--- src/rtl/seq_divider_18_pkg.sv ---
// Shared definitions for the sequential signed divider: default width,
// FSM state encoding and the iteration counter width.
package seq_divider_18_pkg;

   localparam int DEFAULT_WIDTH = 18;
   localparam int CNT_W         = $clog2(DEFAULT_WIDTH);

   typedef enum logic [1:0] {
      IDLE = 2'd0,
      CALC = 2'd1,
      FIX  = 2'd2,
      DONE = 2'd3
   } state_t;

endpackage

--- src/rtl/seq_divider_18_if.sv ---
// Request/result bundle of the divider. Handshake: start is taken only while the
// divider is idle; done pulses once and the results hold until the next done.
interface seq_divider_18_if
   import seq_divider_18_pkg::*;
#(
   parameter int W = DEFAULT_WIDTH
);

   logic         start;
   logic [W-1:0] dividend;
   logic [W-1:0] divisor;
   logic         busy;
   logic         done;
   logic [W-1:0] quotient;
   logic [W-1:0] remainder;
   logic         div_by_zero;
   state_t       dbg_state;

   modport master (
      output start, dividend, divisor,
      input  busy, done, quotient, remainder, div_by_zero, dbg_state
   );

   modport slave (
      input  start, dividend, divisor,
      output busy, done, quotient, remainder, div_by_zero, dbg_state
   );

endinterface

--- src/rtl/addsub_18.sv ---
// Ripple adder/subtractor: sum = a + b (sub=0) or a - b (sub=1) via inverted b
// and carry-in, built from full-adder cells.
module addsub_18 #(
   parameter int N = 19
) (
   input  logic [N-1:0] a,
   input  logic [N-1:0] b,
   input  logic         sub,
   output logic [N-1:0] sum
);

   logic [N-1:0] b_x;
   logic [N-1:0] carry;

   assign b_x      = b ^ {N{sub}};
   assign carry[0] = sub;

   for (genvar i = 0; i < N - 1; i++) begin : g_fa
      fa_cell u_fa (
         .a  (a[i]),
         .b  (b_x[i]),
         .ci (carry[i]),
         .s  (sum[i]),
         .co (carry[i+1])
      );
   end

   // The carry out of the top bit is never needed, so the msb is a plain sum bit.
   assign sum[N-1] = a[N-1] ^ b_x[N-1] ^ carry[N-1];

endmodule

--- src/rtl/fa_cell.sv ---
// One-bit full adder cell used to build ripple adders.
module fa_cell (
   input  logic a,
   input  logic b,
   input  logic ci,
   output logic s,
   output logic co
);

   assign s  = a ^ b ^ ci;
   assign co = (a & b) | (a & ci) | (b & ci);

endmodule

--- src/rtl/seq_divider_18.sv ---
// Signed sequential divider: radix-2 non-restoring on magnitudes, one quotient
// bit per CALC cycle, then a FIX cycle for remainder restore and sign correction.
module seq_divider_18
   import seq_divider_18_pkg::*;
#(
   parameter int WIDTH = DEFAULT_WIDTH
) (
   input  logic             clk,
   input  logic             rst,
   seq_divider_18_if.slave  bus
);

   localparam int CW = $clog2(WIDTH);

   state_t           state_q, state_d;
   logic [CW-1:0]    cnt_q, cnt_d;
   logic [WIDTH:0]   p_q, p_d;
   logic [WIDTH-1:0] a_q, a_d;
   logic [WIDTH-1:0] d_q, d_d;
   logic [WIDTH-1:0] quot_q, quot_d;
   logic [WIDTH-1:0] rem_q, rem_d;
   logic             q_neg_q, q_neg_d;
   logic             r_neg_q, r_neg_d;
   logic             dbz_q, dbz_d;
   logic             dbz_out_q, dbz_out_d;
   logic             busy_q, busy_d;
   logic             done_q, done_d;

   logic [WIDTH:0]   as_a, as_b, as_sum;
   logic             as_sub;
   logic [WIDTH-1:0] rem_mag;

   function automatic logic [WIDTH-1:0] mag(input logic [WIDTH-1:0] x);
      return x[WIDTH-1] ? (~x + 1'b1) : x;
   endfunction

   addsub_18 #(.N(WIDTH + 1)) u_addsub (
      .a   (as_a),
      .b   (as_b),
      .sub (as_sub),
      .sum (as_sum)
   );

   always_comb begin
      state_d   = state_q;
      cnt_d     = cnt_q;
      p_d       = p_q;
      a_d       = a_q;
      d_d       = d_q;
      quot_d    = quot_q;
      rem_d     = rem_q;
      q_neg_d   = q_neg_q;
      r_neg_d   = r_neg_q;
      dbz_d     = dbz_q;
      dbz_out_d = dbz_out_q;
      done_d    = 1'b0;
      rem_mag   = '0;

      // CALC shifts {P,A} left and adds or subtracts |divisor| by the sign of P;
      // FIX reuses the same adder to restore a negative final remainder.
      as_b = {1'b0, d_q};
      if (state_q == FIX) begin
         as_a   = p_q;
         as_sub = 1'b0;
      end else begin
         as_a   = {p_q[WIDTH-1:0], a_q[WIDTH-1]};
         as_sub = ~p_q[WIDTH];
      end

      case (state_q)
         IDLE: begin
            if (bus.start) begin
               q_neg_d = bus.dividend[WIDTH-1] ^ bus.divisor[WIDTH-1];
               r_neg_d = bus.dividend[WIDTH-1];
               if (bus.divisor == '0) begin
                  dbz_d   = 1'b1;
                  a_d     = '1;
                  p_d     = {bus.dividend[WIDTH-1], bus.dividend};
                  state_d = DONE;
               end else begin
                  dbz_d   = 1'b0;
                  a_d     = mag(bus.dividend);
                  d_d     = mag(bus.divisor);
                  p_d     = '0;
                  cnt_d   = CW'(WIDTH - 1);
                  state_d = CALC;
               end
            end
         end
         CALC: begin
            p_d = as_sum;
            a_d = {a_q[WIDTH-2:0], ~as_sum[WIDTH]};
            if (cnt_q == '0) begin
               state_d = FIX;
            end else begin
               cnt_d = cnt_q - 1'b1;
            end
         end
         FIX: begin
            rem_mag = p_q[WIDTH] ? as_sum[WIDTH-1:0] : p_q[WIDTH-1:0];
            p_d     = {1'b0, (r_neg_q ? (~rem_mag + 1'b1) : rem_mag)};
            a_d     = q_neg_q ? (~a_q + 1'b1) : a_q;
            state_d = DONE;
         end
         DONE: begin
            quot_d    = a_q;
            rem_d     = p_q[WIDTH-1:0];
            dbz_out_d = dbz_q;
            done_d    = 1'b1;
            state_d   = IDLE;
         end
         default: state_d = IDLE;
      endcase

      busy_d = (state_d != IDLE);
   end

   always_ff @(posedge clk) begin
      if (rst) begin
         state_q   <= IDLE;
         cnt_q     <= '0;
         p_q       <= '0;
         a_q       <= '0;
         d_q       <= '0;
         quot_q    <= '0;
         rem_q     <= '0;
         q_neg_q   <= 1'b0;
         r_neg_q   <= 1'b0;
         dbz_q     <= 1'b0;
         dbz_out_q <= 1'b0;
         busy_q    <= 1'b0;
         done_q    <= 1'b0;
      end else begin
         state_q   <= state_d;
         cnt_q     <= cnt_d;
         p_q       <= p_d;
         a_q       <= a_d;
         d_q       <= d_d;
         quot_q    <= quot_d;
         rem_q     <= rem_d;
         q_neg_q   <= q_neg_d;
         r_neg_q   <= r_neg_d;
         dbz_q     <= dbz_d;
         dbz_out_q <= dbz_out_d;
         busy_q    <= busy_d;
         done_q    <= done_d;
      end
   end

   assign bus.busy        = busy_q;
   assign bus.done        = done_q;
   assign bus.quotient    = quot_q;
   assign bus.remainder   = rem_q;
   assign bus.div_by_zero = dbz_out_q;
   assign bus.dbg_state   = state_q;

endmodule
--- src/flat_wrapper.sv ---
// flat-port wrapper written by rule: the top's interface ports become plain ports
module seq_divider_18_flat import seq_divider_18_pkg::*;
#(
   parameter int WIDTH = DEFAULT_WIDTH
)
  (clk, rst, bus_start, bus_dividend, bus_divisor, bus_busy, bus_done, bus_quotient, bus_remainder, bus_div_by_zero, bus_dbg_state);
  seq_divider_18_if bus_i ();
  input  logic clk;
  input  logic rst;
  input wire logic [$bits(bus_i.start)-1:0] bus_start;
  input wire logic [$bits(bus_i.dividend)-1:0] bus_dividend;
  input wire logic [$bits(bus_i.divisor)-1:0] bus_divisor;
  output wire logic [$bits(bus_i.busy)-1:0] bus_busy;
  output wire logic [$bits(bus_i.done)-1:0] bus_done;
  output wire logic [$bits(bus_i.quotient)-1:0] bus_quotient;
  output wire logic [$bits(bus_i.remainder)-1:0] bus_remainder;
  output wire logic [$bits(bus_i.div_by_zero)-1:0] bus_div_by_zero;
  output wire logic [$bits(bus_i.dbg_state)-1:0] bus_dbg_state;
  assign bus_i.start = bus_start;
  assign bus_i.dividend = bus_dividend;
  assign bus_i.divisor = bus_divisor;
  assign bus_busy = bus_i.busy;
  assign bus_done = bus_i.done;
  assign bus_quotient = bus_i.quotient;
  assign bus_remainder = bus_i.remainder;
  assign bus_div_by_zero = bus_i.div_by_zero;
  assign bus_dbg_state = bus_i.dbg_state;
  seq_divider_18 #(.WIDTH(WIDTH)) u_core (.clk(clk), .rst(rst), .bus(bus_i));
endmodule
--- config.mk ---
export PLATFORM = sky130hd
export DESIGN_NAME = seq_divider_18_flat
export DESIGN_NICKNAME = d
export VERILOG_FILES = /design/src/rtl/seq_divider_18_pkg.sv /design/src/rtl/seq_divider_18_if.sv /design/src/rtl/addsub_18.sv /design/src/rtl/fa_cell.sv /design/src/rtl/seq_divider_18.sv /design/src/flat_wrapper.sv
export SDC_FILE = /design/constraint.sdc
export NUM_CORES = 1
export LEC_CHECK = 0
export BUFFER_PORTS_ARGS = -buffer_cell sky130_fd_sc_hd__buf_2
export CORE_AREA = 2 2 117 119
export CTS_BUF_LIST = sky130_fd_sc_hd__clkbuf_4 sky130_fd_sc_hd__clkbuf_8
export DETAILED_ROUTE_END_ITERATION = 10
export DIE_AREA = 0 0 119 121
export GPL_TIMING_DRIVEN = 0
export PLACE_DENSITY_LB_ADDON = 0.12
export SLEW_MARGIN = 0
export SYNTH_ARGS = -nofsm -noshare
export SYNTH_HDL_FRONTEND = slang
export SYNTH_SLANG_ARGS = --single-unit
export TNS_END_PERCENT = 5
--- constraint.sdc ---
create_clock -name clk -period 8.9 [get_ports clk]
set_input_delay 1.78 -clock clk [delete_from_list [all_inputs] [get_ports clk]]
set_output_delay 1.78 -clock clk [all_outputs]
set_load 0.05 [all_outputs]
# --- After elaboration in Yosys (flattened, before gate mapping) ---
# Cells that the tools add are included.
totals:
  ff_bits: 104
  input_bits: 39
op_classes:
  addsub: 5
  n_eq_ne: 7
  n_mux: 23
  bitwise: 137
  reduce_logical: 11
op_table:
  columns: ["cell", "n"]
  rows:
  - ["18-bit 2-to-1 mux", 7]
  - ["18-bit by 1-bit adder with 18-bit output (second input constant)", 4]
  - ["18-bit inverter", 4]
  - ["19-bit 2-to-1 mux", 3]
  - ["19-bit one-hot mux with 3 select lines", 1]
  - ["1-bit AND", 54]
  - ["18-bit one-hot mux with 3 select lines", 1]
  - ["1-bit XOR", 39]
  - ["1-bit OR", 36]
  - ["18-bit by 19-bit XOR with 19-bit output", 1]
  - ["18-bit zero test", 1]
  - ["5-bit 2-to-1 mux", 3]
  - ["5-bit one-hot mux with 2 select lines", 1]
  - ["2-bit one-hot mux with 4 select lines", 1]
  - ["2-bit 2-to-1 mux", 3]
  - ["2-bit inequality test (second input constant)", 3]
  - ["3-bit AND reduction", 2]
  - ["5-bit zero test", 1]
  - ["5-bit by 1-bit subtractor with 5-bit output (second input constant)", 1]
  - ["2-bit == test (second input constant)", 2]
  - ["2-bit AND reduction", 2]
  - ["4-bit AND reduction", 1]
  - ["2-bit nonzero test", 2]
  - ["1-bit 2-to-1 mux", 3]
  - ["5 further kinds", 7]

# --- Longest topological paths before layout ---
# Gate-level depths: netlist of run 1.
logic_depth:
  depth_word: 60
  depth_mapped: 32
  ltp_nobuf: 30

# --- Cells and area by module ---
# Synthesis of run 1 repeated with hierarchy kept, for this count alone.
unflattened:
  hier_cells: 829
  hier_area_um2: 6972.9
by_module_without_submodules:
  columns: ["module", "n_inst", "cells_per_inst", "area_per_inst_um2"]
  rows:
  - ["seq_divider_18", 1, 788, 6397.4]
  - ["fa_cell", 18, 1, 20.0]
  - ["addsub_18", 1, 23, 215.2]

# --- Least setup slack after synthesis of run 1 ---
# OpenSTA, ideal clock, no wires.
synth_timing:
  path_type: "register to register"
  startpoint: "register u_core.state_q[0], in the netlist u_core.bus.dbg_state[0]"
  endpoint: "register u_core.p_q[17]"
  setup_time_ns: 0.086
  arrival_ns: 9.722
  t_required_ns: 8.814
  path_slack_ns: -0.908
  path_stages_with_launch: 32
  path_buffers: 2
  period_less_slack_ns: 9.808
  cell_sequence: "dfxtp_1 -> inv_1 -> ha_1 -> clkbuf_1 -> nor2_1 -> clkbuf_1 -> xnor2_1 -> fa_1 -> inv_1 -> fa_1 -> inv_1 -> fa_1 -> fa_1 -> fa_1 -> fa_1 -> fa_1 -> fa_1 -> fa_1 -> fa_1 -> fa_1 -> fa_1 -> fa_1 -> fa_1 -> fa_1 -> fa_1 -> fa_1 -> nand2_1 -> o21ai_0 -> or3_1 -> o211ai_1 -> a221oi_1 -> a211oi_1"
synth_between:
  elab_chain_cells: 60
synth_lines:
  columns: ["element", "line", "source"]
  rows:
  - ["start: declaration", "seq_divider_18.sv:15", "state_t state_q, state_d;"]
  - ["start signal: assignment", "seq_divider_18.sv:134", "state_q <= state_d;"]
  - ["2-bit == test", "seq_divider_18.sv:62, seq_divider_18.sv:70", null]
  - ["1-bit 2-to-1 mux", "seq_divider_18.sv:62", "if (state_q == FIX) begin"]
  - ["18-bit by 19-bit XOR with 19-bit output", "addsub_18.sv:15", "assign b_x = b ^ {N{sub}};"]
  - ["1-bit AND", "fa_cell.sv:11", "assign co = (a & b) | (a & ci) | (b & ci);"]
  - ["1-bit OR (2 in series)", "fa_cell.sv:11", null]
  - ["1-bit AND", "fa_cell.sv:11", null]
  - ["1-bit OR (2 in series)", "fa_cell.sv:11", null]
  - ["1-bit AND", "fa_cell.sv:11", null]
  - ["[41 not listed]", null, null]
  - ["1-bit AND", "fa_cell.sv:11", null]
  - ["1-bit OR (2 in series)", "fa_cell.sv:11", null]
  - ["1-bit XOR", "fa_cell.sv:10", "assign s = a ^ b ^ ci;"]
  - ["18-bit 2-to-1 mux", "seq_divider_18.sv:100", "rem_mag = p_q[WIDTH] ? as_sum[WIDTH-1:0] : p_q[WIDTH-1:0];"]
  - ["18-bit inverter", "seq_divider_18.sv:101", "p_d = {1'b0, (r_neg_q ? (~rem_mag + 1'b1) : rem_mag)};"]
  - ["18-bit by 1-bit adder with 18-bit output", "seq_divider_18.sv:101", null]
  - ["18-bit 2-to-1 mux", "seq_divider_18.sv:101", null]
  - ["19-bit one-hot mux with 3 select lines", "seq_divider_18.sv:70", "case (state_q)"]
  - ["end signal: assignment", "seq_divider_18.sv:136", "p_q <= p_d;"]
  - ["end: declaration", "seq_divider_18.sv:17", "logic [WIDTH:0] p_q, p_d;"]
# Several ways; a longest one is shown, not always the timed one.
# A chain may end at the register's enable or synchronous reset.

# --- Worst setup path after layout of run 1 ---
layout_timing:
  startpoint: "register u_core.p_q[18]"
  endpoint: "register u_core.p_q[17]"
layout_between:
  elab_chain_cells: 60
layout_lines:
  columns: ["element", "line", "source"]
  rows:
  - ["1-bit inverter", "seq_divider_18.sv:67", "as_sub = ~p_q[WIDTH];"]
  - ["1-bit 2-to-1 mux", "seq_divider_18.sv:62", null]
  - ["18-bit by 19-bit XOR with 19-bit output", "addsub_18.sv:15", null]
  - ["1-bit AND", "fa_cell.sv:11", null]
  - ["1-bit OR (2 in series)", "fa_cell.sv:11", null]
  - ["1-bit AND", "fa_cell.sv:11", null]
  - ["1-bit OR (2 in series)", "fa_cell.sv:11", null]
  - ["1-bit AND", "fa_cell.sv:11", null]
  - ["[41 not listed]", null, null]
  - ["1-bit AND", "fa_cell.sv:11", null]
  - ["1-bit OR (2 in series)", "fa_cell.sv:11", null]
  - ["1-bit XOR", "fa_cell.sv:10", null]
  - ["18-bit 2-to-1 mux", "seq_divider_18.sv:100", null]
  - ["18-bit inverter", "seq_divider_18.sv:101", null]
  - ["18-bit by 1-bit adder with 18-bit output", "seq_divider_18.sv:101", null]
  - ["18-bit 2-to-1 mux", "seq_divider_18.sv:101", null]
  - ["19-bit one-hot mux with 3 select lines *", "seq_divider_18.sv:70", null]
# Every way passes the cells marked *; elsewhere a longest branch is shown, timed or not.

==> results of run 1 <==
## final cells by class
type	instances	area, sq um
Buffer	61	298
Clock buffer	10	131
Clock inverter	6	76.3
Fill cell	1179	5090
Inverter	21	78.8
Multi-Input combinational cell	684	4690
Sequential cell	104	2090
Tap cell	176	220
Timing Repair Buffer	81	410
## worst max-delay path by stage
stage,from,to,slack [ns],cells past startpoint
after detailed placement,u_core.p_q[18],u_core.p_q[17],-0.82,32
after CTS,u_core.bus.dbg_state[0],u_core.p_q[17],0.009,31
final,u_core.p_q[18],u_core.p_q[17],0.26,30
after floorplan,u_core.bus.dbg_state[0],u_core.p_q[17],0.007,31
after global placement,u_core.p_q[18],u_core.p_q[17],-0.72,32
after global routing,u_core.p_q[18],u_core.p_q[17],0.01,30
## layout by cell type (no fill, tap or decap), types with 35 or more instances in the layout
cell type / netlist / routed
a211oi_1: 37 / 37
a21oi_1: 35 / 35
buf_2: 3 / 83
clkbuf_1: 52 / 45
dfxtp_1: 104 / 101
mux2i_1: 62 / 62
nand2_1: 51 / 51
nor2_1: 141 / 140
o21ai_0: 53 / 52
xnor2_1: 35 / 35
## worst max-delay path: cells and delay by family (launching register included)
| kind | cells | cell delay, ns |
|---|---|---|
| AOI/OAI and AO/OA | 4 | 0.53 |
| xor gates and xnor gates | 1 | 0.16 |
| adders and majority gates | 17 | 6.17 |
| buffers and inverters | 5 | 0.78 |
| DFF | 1 | 0.46 |
| and+or+nand+nor | 3 | 0.45 |
## repair_timing
action / CTS / global route
gates resized for setup: 16 / 8
buffers inserted: 1 / 1
pin swaps: 2 / 1
endpoints found under the setup margin: 4 / 4
## power groups by stage
stage	sequential, mW	combinational [mW]	clock, mW
2_1_floorplan	0.730	1.54	0
3_3_place_gp	0.744	2.10	0
3_5_place_dp	0.747	2.11	0
4_1_cts	0.747	2.15	0.323
5_1_grt	0.769	2.43	0.343
6_report	0.752	2.25	0.319
## logic make-up after synthesis
kind of cell             Yosys count  synth area share, %
AO/OA/AOI/OAI                    221                 21.4
adder cells (fa/ha/maj)           27                 6.59
buffers and inverters             85                 4.68
flip-flops                       104                 29.5
multiplexers                      63                 8.95
XOR/XNOR                          66                 8.19
AND/OR/NAND/NOR                  307                 20.7
## metrics by stage
stage / total power, mW / hold WS, ns / TNS, ns / instance area (sq um) / instances
finish: 3.32 / 0.476 / 0 / 8000 / 1143
global route: 3.54 / 0.505 / 0 / 8000 / 1143
detailed placement: 2.86 / 0.456 / -2.81 / 7710 / 1128
global placement: 2.84 / 0.448 / -2.48 / 7710 / 1128
floorplan: 2.27 / 0.436 / 0 / 7090 / 873
CTS: 3.22 / 0.474 / 0 / 7990 / 1143
## metal layers
| layer | vias up | wire [um] | track usage, % |
|---|---|---|---|
| li1 | 3308 | - | - |
| met3 | 49 | 1790 | 3.95 |
| met5 | - | 0 | 0 |
| met2 | 330 | 9470 | 47.3 |
| met1 | 3188 | 9440 | 41.8 |
| met4 | 0 | 773 | 13.2 |
## sequential cells by signal, indices dropped and copies added (netlist names), 2 cells and up
name / cells
u_core.d_q: 18
u_core.bus.remainder: 18
u_core.cnt_q: 5
u_core.bus.dbg_state: 2
u_core.bus.quotient: 18
u_core.a_q: 18
u_core.p_q: 19
==> results.cfg, run 1 <==
[grt]
overflow = 0
grt_pass1_vias = 6295
grt_pass1_wl_mm = 34.3
grt_max_degree = 20
antenna_found_initial = 0
grtUsageTotal_pct = 30.2

[timing]
tightest_slew_ns = 1.01
setup_viol = 0
rsz0062_at_grt = no
relSlewSlack_pct = 32.5
layout_min_cycle_time_ns = 8.64
layout_worst_path_cycle_share_pct = 97.1
setup_slack_ns = 0.258
finalHoldViolations = 0
drv_slew = 0
clock_skew_ns = 0.0112
fmax_ghz = 0.116

[finish]
syn_to_final_growth_pct = 13.3
fin_nets = 1028
n_antenna_cell = 0
final_core_util_pct = 61.1
drive_above_1_share_pct = 14.7

[drt]
vias_per_cell = 6.01
drtAntennaViolNets = 0
drt-pass1-iter-count = 5
vias = 6875
wl_per_cell_um = 18.8
drc = 0
drt_iter0_drc = 681
totalWireLength_mm = 21.5

[yosys]
yosysTopAreaCell = dfxtp_1
ys_seq_area_share_pct = 29.5
syn_inst = 873
synth_cell_type_count = 68
synth-async-reset-ratio_pct = 0
synth_common_cells = nor2_1 (141), dfxtp_1 (104), mux2i_1 (62)
synth_nets = 939
synth_ff_type = dfxtp_1
synth_top_cell_area_share_pct = 29.5
syn_area_sq_mm = 0.00706
synth.ff_latch_count = 104
yosysMostFrequentCell = nor2_1
yosysWarnings = 0
yosys-top-cells-area = dfxtp_1 (29%), mux2i_1 (8.8%), nor2_1 (7.5%)
synth_edf_count = 0
avgSynthCellArea_sq_um = 8.09

[min_path]
hold_depth = 2
worstHoldEndpoint = u_core.cnt_q[4]
hp-start = u_core.cnt_q[4]
hold_class = flip-flop to flip-flop

[run]
drv_cap = 0

[worst_setup_path]
ff2ff_path_depth = 30
critical_path_class = flip-flop to flip-flop
rr_endpoint = u_core.p_q[17]
critical_path.slowest_cell = fa_1
crit_path_max_fanout = 18
rrSetupSlack_ns = 0.26
arrival_ns = 8.95
crit_path_end_kind = flip-flop
max_stage_delay_ns = 0.48
crit_top_cell = fa_2
required_ns = 9.21
rr_startpoint = u_core.p_q[18]
startpoint_type = flip-flop

[floorplan]
die_w_um = 119
core-area_sq_mm = 0.0131
io_pins = 80
initial_core_util_pct = 54.0
die_y_um = 121
die-area_sq_mm = 0.0144
rows = 42

[power]
p_per_area_mw_per_mm2 = 415
clkPwrFrac_pct = 9.6
p_int_mw = 1.61
pwr-share-comb_pct = 67.7
p_sw_mw = 1.71
p_seq_share_pct = 22.7
switching_share_pct = 51.4
max-vdd-ir-drop_mv = 0.185
p_leak_nw = 2.96

[clock_network]
clkLatencyLatePin_ns = 0.39
cts_buffer_depth = 2
cts_tree = done
clkSinkCount = 104
cts_made_buffers = 9
clk_pin_slew_ns = 0.11
cts_root_buf = clkbuf_8
htree_levels = 3
hold_buffers = 0

[place]
place_congestion = 1.03
port_buffers = 79
hpwl_mm = 16.4
dp_slack_ns = -0.816

[outcome]
status = complete, no violations
Power figures use the tool's default switching activity.
==> run 2: changes to the inputs <==
Settings changed: ABC_AREA from default to 1, SETUP_SLACK_MARGIN from default to 0.3.
==> results.cfg, run 2 <==
[yosys]
synth_top_family_by_area = simple AND/OR/NAND/NOR gates
yosysTopAreaCell = dfxtp_1
yosys-top-cells-area = dfxtp_1 (29%), nand2_1 (9.7%), o21ai_0 (9.1%)
synth_xor_area_share_pct = 4.22
ys_seq_area_share_pct = 28.6
yosysWarnings = 0
synth_common_cells = nand2_1 (187), inv_1 (139), o21ai_0 (132)
syn_inst = 1100
synth_simple_gate_area_share_pct = 27.6
yosysMostFrequentCell = nand2_1
synth_nets = 1166
synthMuxAreaShare_pct = 0
synth_ff_type = dfxtp_1
synth-compound-area-share_pct = 21.6
synth_fa_ha_area_share_pct = 6.40
avgSynthCellArea_sq_um = 6.61
synth_top_cell_area_share_pct = 28.6
synth_cell_type_count = 52
synth_edf_count = 0
synth-async-reset-ratio_pct = 0
syn_area_sq_mm = 0.00727
synth.ff_latch_count = 104

[drt]
wl_per_cell_um = 16.7
vias_per_cell = 5.60
drc = 0
drtAntennaViolNets = 0
totalWireLength_mm = 22.8
vias = 7669
drt-pass1-iter-count = 6
drt_iter0_drc = 972

[finish]
n_antenna_cell = 0
top_register = u_core.p_q
fin_nets = 1256
syn_to_final_growth_pct = 11.9
layout_commonest_cell = nand2_1
finalInstanceArea_sq_mm = 0.00813
final_core_util_pct = 62.2
regArea_sq_mm = 0.00209
nFillCells = 1280
drive_above_1_share_pct = 14.8
final_cell_mix = nand2_1 (187), inv_1 (139), o21ai_0 (130)
multi_input_area_sq_mm = 0.00438
largest_reg_flops = 19

[floorplan]
io_pins = 80
die-area_sq_mm = 0.0144
die_w_um = 119
core-area_sq_mm = 0.0131
initial_core_util_pct = 55.6
rows = 42
die_y_um = 121

[timing]
fmax_ghz = 0.120
setup_viol = 0
relSlewSlack_pct = 54.2
rsz0062_at_grt = no
whs_ns = 0.480
layout_worst_path_cycle_share_pct = 93.5
layout_min_cycle_time_ns = 8.32
finalHoldViolations = 0
tightest_slew_ns = 0.687
clock_skew_ns = 0.0146
drv_slew = 0

[clock_network]
clkSinkCount = 104
clkLatencyLatePin_ns = 0.41
cts_made_buffers = 9
htree_levels = 3
cts_tree = done
cts_buffer_depth = 2
cts_root_buf = clkbuf_8
clk_pin_slew_ns = 0.11

[worst_setup_path]
crit_top_cell = fa_1
rr_endpoint = u_core.a_q[0]
ff2ff_path_depth = 30
arrival_ns = 8.63
crit_path_max_fanout = 10
rr_startpoint = u_core.bus.dbg_state[0]
crit_path_end_kind = flip-flop
startpoint_type = flip-flop
rrSetupSlack_ns = 0.58
critical_path_class = flip-flop to flip-flop
critical_path.slowest_cell = fa_1
max_stage_delay_ns = 0.42
required_ns = 9.21

[place]
port_buffers = 77
place_congestion = 0.975
dpl-instance-area_sq_mm = 0.00789
hpwl_mm = 17.9

[power]
finalPower_mw = 1.93
p_leak_nw = 3.69
p_per_area_mw_per_mm2 = 238
max-vdd-ir-drop_mv = 0.133

[grt]
grtUsageTotal_pct = 32.6
grt_max_degree = 19
grt_pass1_wl_mm = 36.7
grt_pass1_vias = 6984
overflow = 0
antenna_found_initial = 0

[min_path]
worstHoldEndpoint = u_core.d_q[3]
hold_depth = 2
hold_class = flip-flop to flip-flop
hp-start = u_core.d_q[3]

[outcome]
status = complete, no violations

[run]
drv_cap = 0
-- run 2: critical path, delay by kind of cell, from the launching register on --
family | cells | cell delay [ns]
buf+inv | 6 | 0.59
compound gates | 3 | 0.38
fa+ha+maj | 18 | 6.40
simple gates | 1 | 0.06
flops | 1 | 0.39
xor+xnor | 2 | 0.41
-- run 2: layout make-up --
type / instances / share of cell area [%]
clock inverters: 6 / 0.600
multi-input cells: 797 / 53.9
flip-flops and latches: 104 / 25.7
plain buffers: 48 / 3.66
clock buffers: 9 / 1.52
inverters: 151 / 7.06
repair buffers: 79 / 4.92
well taps: 176 / 2.71
-- run 2: how the worst max path moves through the flow --
stage,startpoint,end,slack [ns]
after global placement,u_core.bus.dbg_state[0],u_core.a_q[0],-0.09
final,u_core.bus.dbg_state[0],u_core.a_q[0],0.58
after detailed placement,u_core.bus.dbg_state[0],u_core.a_q[0],-0.11
after floorplan,u_core.bus.dbg_state[0],u_core.a_q[0],0.30
after CTS,u_core.bus.dbg_state[0],u_core.a_q[0],0.31
after global routing,u_core.bus.dbg_state[0],u_core.a_q[0],0.34
-- run 2: kinds of logic (layout without fill, tap and decap cells) --
logic type | after synthesis | count (layout)
AOI/OAI and AO/OA | 291 | 291
and+or+nand+nor | 444 | 444
adders and majority gates | 27 | 27
DFF | 104 | 104
buffers and inverters | 199 | 293
xor gates and xnor gates | 35 | 35
-- run 2: routing by layer --
layer	global-route usage, %	vias to the layer above	part of all wire, %
met1	45.0	3460	44
met2	50.4	384	44
li1	-	3777	-
met3	7.38	48	9.1
met5	0	-	0
met4	10.9	0	2.8
-- run 2: power breakdown --
part	switching (mW)	internal (mW)
Sequential	0.0538	0.527
Clock	0.189	0.105
Combinational	0.700	0.358
-- run 2: per-stage QoR --
step           cells  setup TNS [ns]  worst slack (ns)
5_1_grt         1370               0             0.339
4_1_cts         1369               0             0.313
3_3_place_gp    1353          -0.100           -0.0903
3_5_place_dp    1353          -0.155            -0.111
2_1_floorplan   1100               0             0.302
6_report        1370               0             0.577
-- run 2: repair_timing --
item,in CTS,in global routing
pin swaps,3,3
resized for setup,13,7
setup endpoints to repair,4,3
setup buffers,1,1
hold buffers,0,0
==> run 3: changes to the inputs <==
Settings changed: CTS_BUF_LIST sky130_fd_sc_hd__clkbuf_4 sky130_fd_sc_hd__clkbuf_8 to sky130_fd_sc_hd__clkbuf_8, PLACE_DENSITY_LB_ADDON 0.12 to 0.2.
==> results.cfg, run 3 (synthesis gave the netlist of run 2 again) <==
[finish]
layout_commonest_cell = nand2_1
n_antenna_cell = 0
largest_reg_flops = 19
top_register = u_core.p_q
drive_above_1_share_pct = 15.1
final_core_util_pct = 62.3
final_cell_mix = nand2_1 (187), inv_1 (138), o21ai_0 (129)
fin_nets = 1256
finalInstanceArea_sq_mm = 0.00815
nFillCells = 1278
syn_to_final_growth_pct = 12.0

[clock_network]
cts_tree = done
hold_buffers = 0
clk_pin_slew_ns = 0.11
cts_made_buffers = 9
clkLatencyLatePin_ns = 0.40
clkSinkCount = 104
cts_buffer_depth = 2
cts_root_buf = clkbuf_8
htree_levels = 3

[drt]
vias_per_cell = 5.61
totalWireLength_mm = 22.9
drt-pass1-iter-count = 5
drtAntennaViolNets = 0
wl_per_cell_um = 16.7
drt_iter0_drc = 719
drc = 0
vias = 7689

[worst_setup_path]
crit_top_cell = fa_1
critical_path.slowest_cell = fa_1
critical_path_class = flip-flop to flip-flop
crit_path_end_kind = flip-flop
arrival_ns = 8.56
required_ns = 9.20
crit_path_max_fanout = 10
startpoint_type = flip-flop
max_stage_delay_ns = 0.42

[timing]
drv_slew = 0
finalHoldViolations = 0
finalSetupTns_ns = 0
whs_ns = 0.489
fmax_ghz = 0.121
clock_skew_ns = 0.0193
rsz0062_at_grt = no
layout_worst_path_cycle_share_pct = 92.8
tightest_slew_ns = 0.748
setup_viol = 0
layout_min_cycle_time_ns = 8.26
relSlewSlack_pct = 50.1

[grt]
grtUsageTotal_pct = 32.1
grt_max_degree = 20
overflow = 0
grt_pass1_wl_mm = 36.1
antenna_found_initial = 0
grt_pass1_vias = 7045

[floorplan]
die_y_um = 121
io_pins = 80
die-area_sq_mm = 0.0144
initial_core_util_pct = 55.6
core-area_sq_mm = 0.0131
rows = 42
die_w_um = 119

[min_path]
hold_class = flip-flop to flip-flop

[place]
port_buffers = 77
dpl-instance-area_sq_mm = 0.00789
hpwl_mm = 17.8
place_congestion = 0.978

[run]
drv_cap = 0

[power]
max-vdd-ir-drop_mv = 0.122
finalPower_mw = 1.95
p_leak_nw = 3.69
p_per_area_mw_per_mm2 = 240

[outcome]
status = complete, no violations
==> run 3: worst paths after layout <==
kind	from	to	slack [ns]	cells past startpoint
worst max-delay path	u_core.bus.dbg_state[0]	u_core.a_q[0]	0.64	30
worst min-delay path	u_core.d_q[3]	u_core.d_q[3]	0.49	2
worst min register to register	u_core.d_q[3]	u_core.d_q[3]	0.49	2
worst max register to register	u_core.bus.dbg_state[0]	u_core.a_q[0]	0.64	30
==> run 3: critical path, delay by kind of cell, from the launching register on <==
| family | cells | cell delay, ns |
|---|---|---|
| fa+ha+maj | 18 | 6.35 |
| buf+inv | 6 | 0.57 |
| xor+xnor | 2 | 0.42 |
| flops | 1 | 0.39 |
| compound gates | 3 | 0.37 |
| simple gates | 1 | 0.07 |
==> run 3: layer usage <==
layer | routed length [um] | part of all wire, % | GRT usage [%] | vias up
met1 | 9520 | 42 | 42.7 | 3491
met4 | 660 | 2.9 | 13.1 | 0
met2 | 10400 | 46 | 51.6 | 379
li1 | - | - | - | 3769
met5 | 0 | 0 | 0 | -
met3 | 2300 | 10 | 5.73 | 50
==> run 3: layout make-up <==
type	instances	area [sq um]	area share [%]
Buffer	48	292	3.58
Clock buffer	9	124	1.52
Clock inverter	7	63.8	0.783
Inverter	151	574	7.05
Multi-Input combinational cell	797	4390	53.8
Sequential cell	104	2090	25.6
Tap cell	176	220	2.70
Timing Repair Buffer	79	400	4.91
==> run 3: what timing repair did <==
action	4_1_cts	5_1_grt
setup buffers	1	1
pin swaps	2	3
endpoints found under the setup margin	4	4
gates cloned	0	0
resized for setup	11	14
==> run 3: stage by stage <==
stage,worst slack (ns),cells
global placement,-0.0810,1353
CTS,0.309,1370
finish,0.639,1371
floorplan,0.302,1100
global route,0.345,1371
detailed placement,-0.194,1353
==> run 3: power by group <==
part           switching, mW  leakage [nW]  internal (mW)  total (mW)
Sequential            0.0544         0.852          0.527       0.582
Clock                  0.192        0.0956          0.109       0.300
Combinational          0.707          2.74          0.364        1.07
Total                  0.953          3.69           1.00        1.95
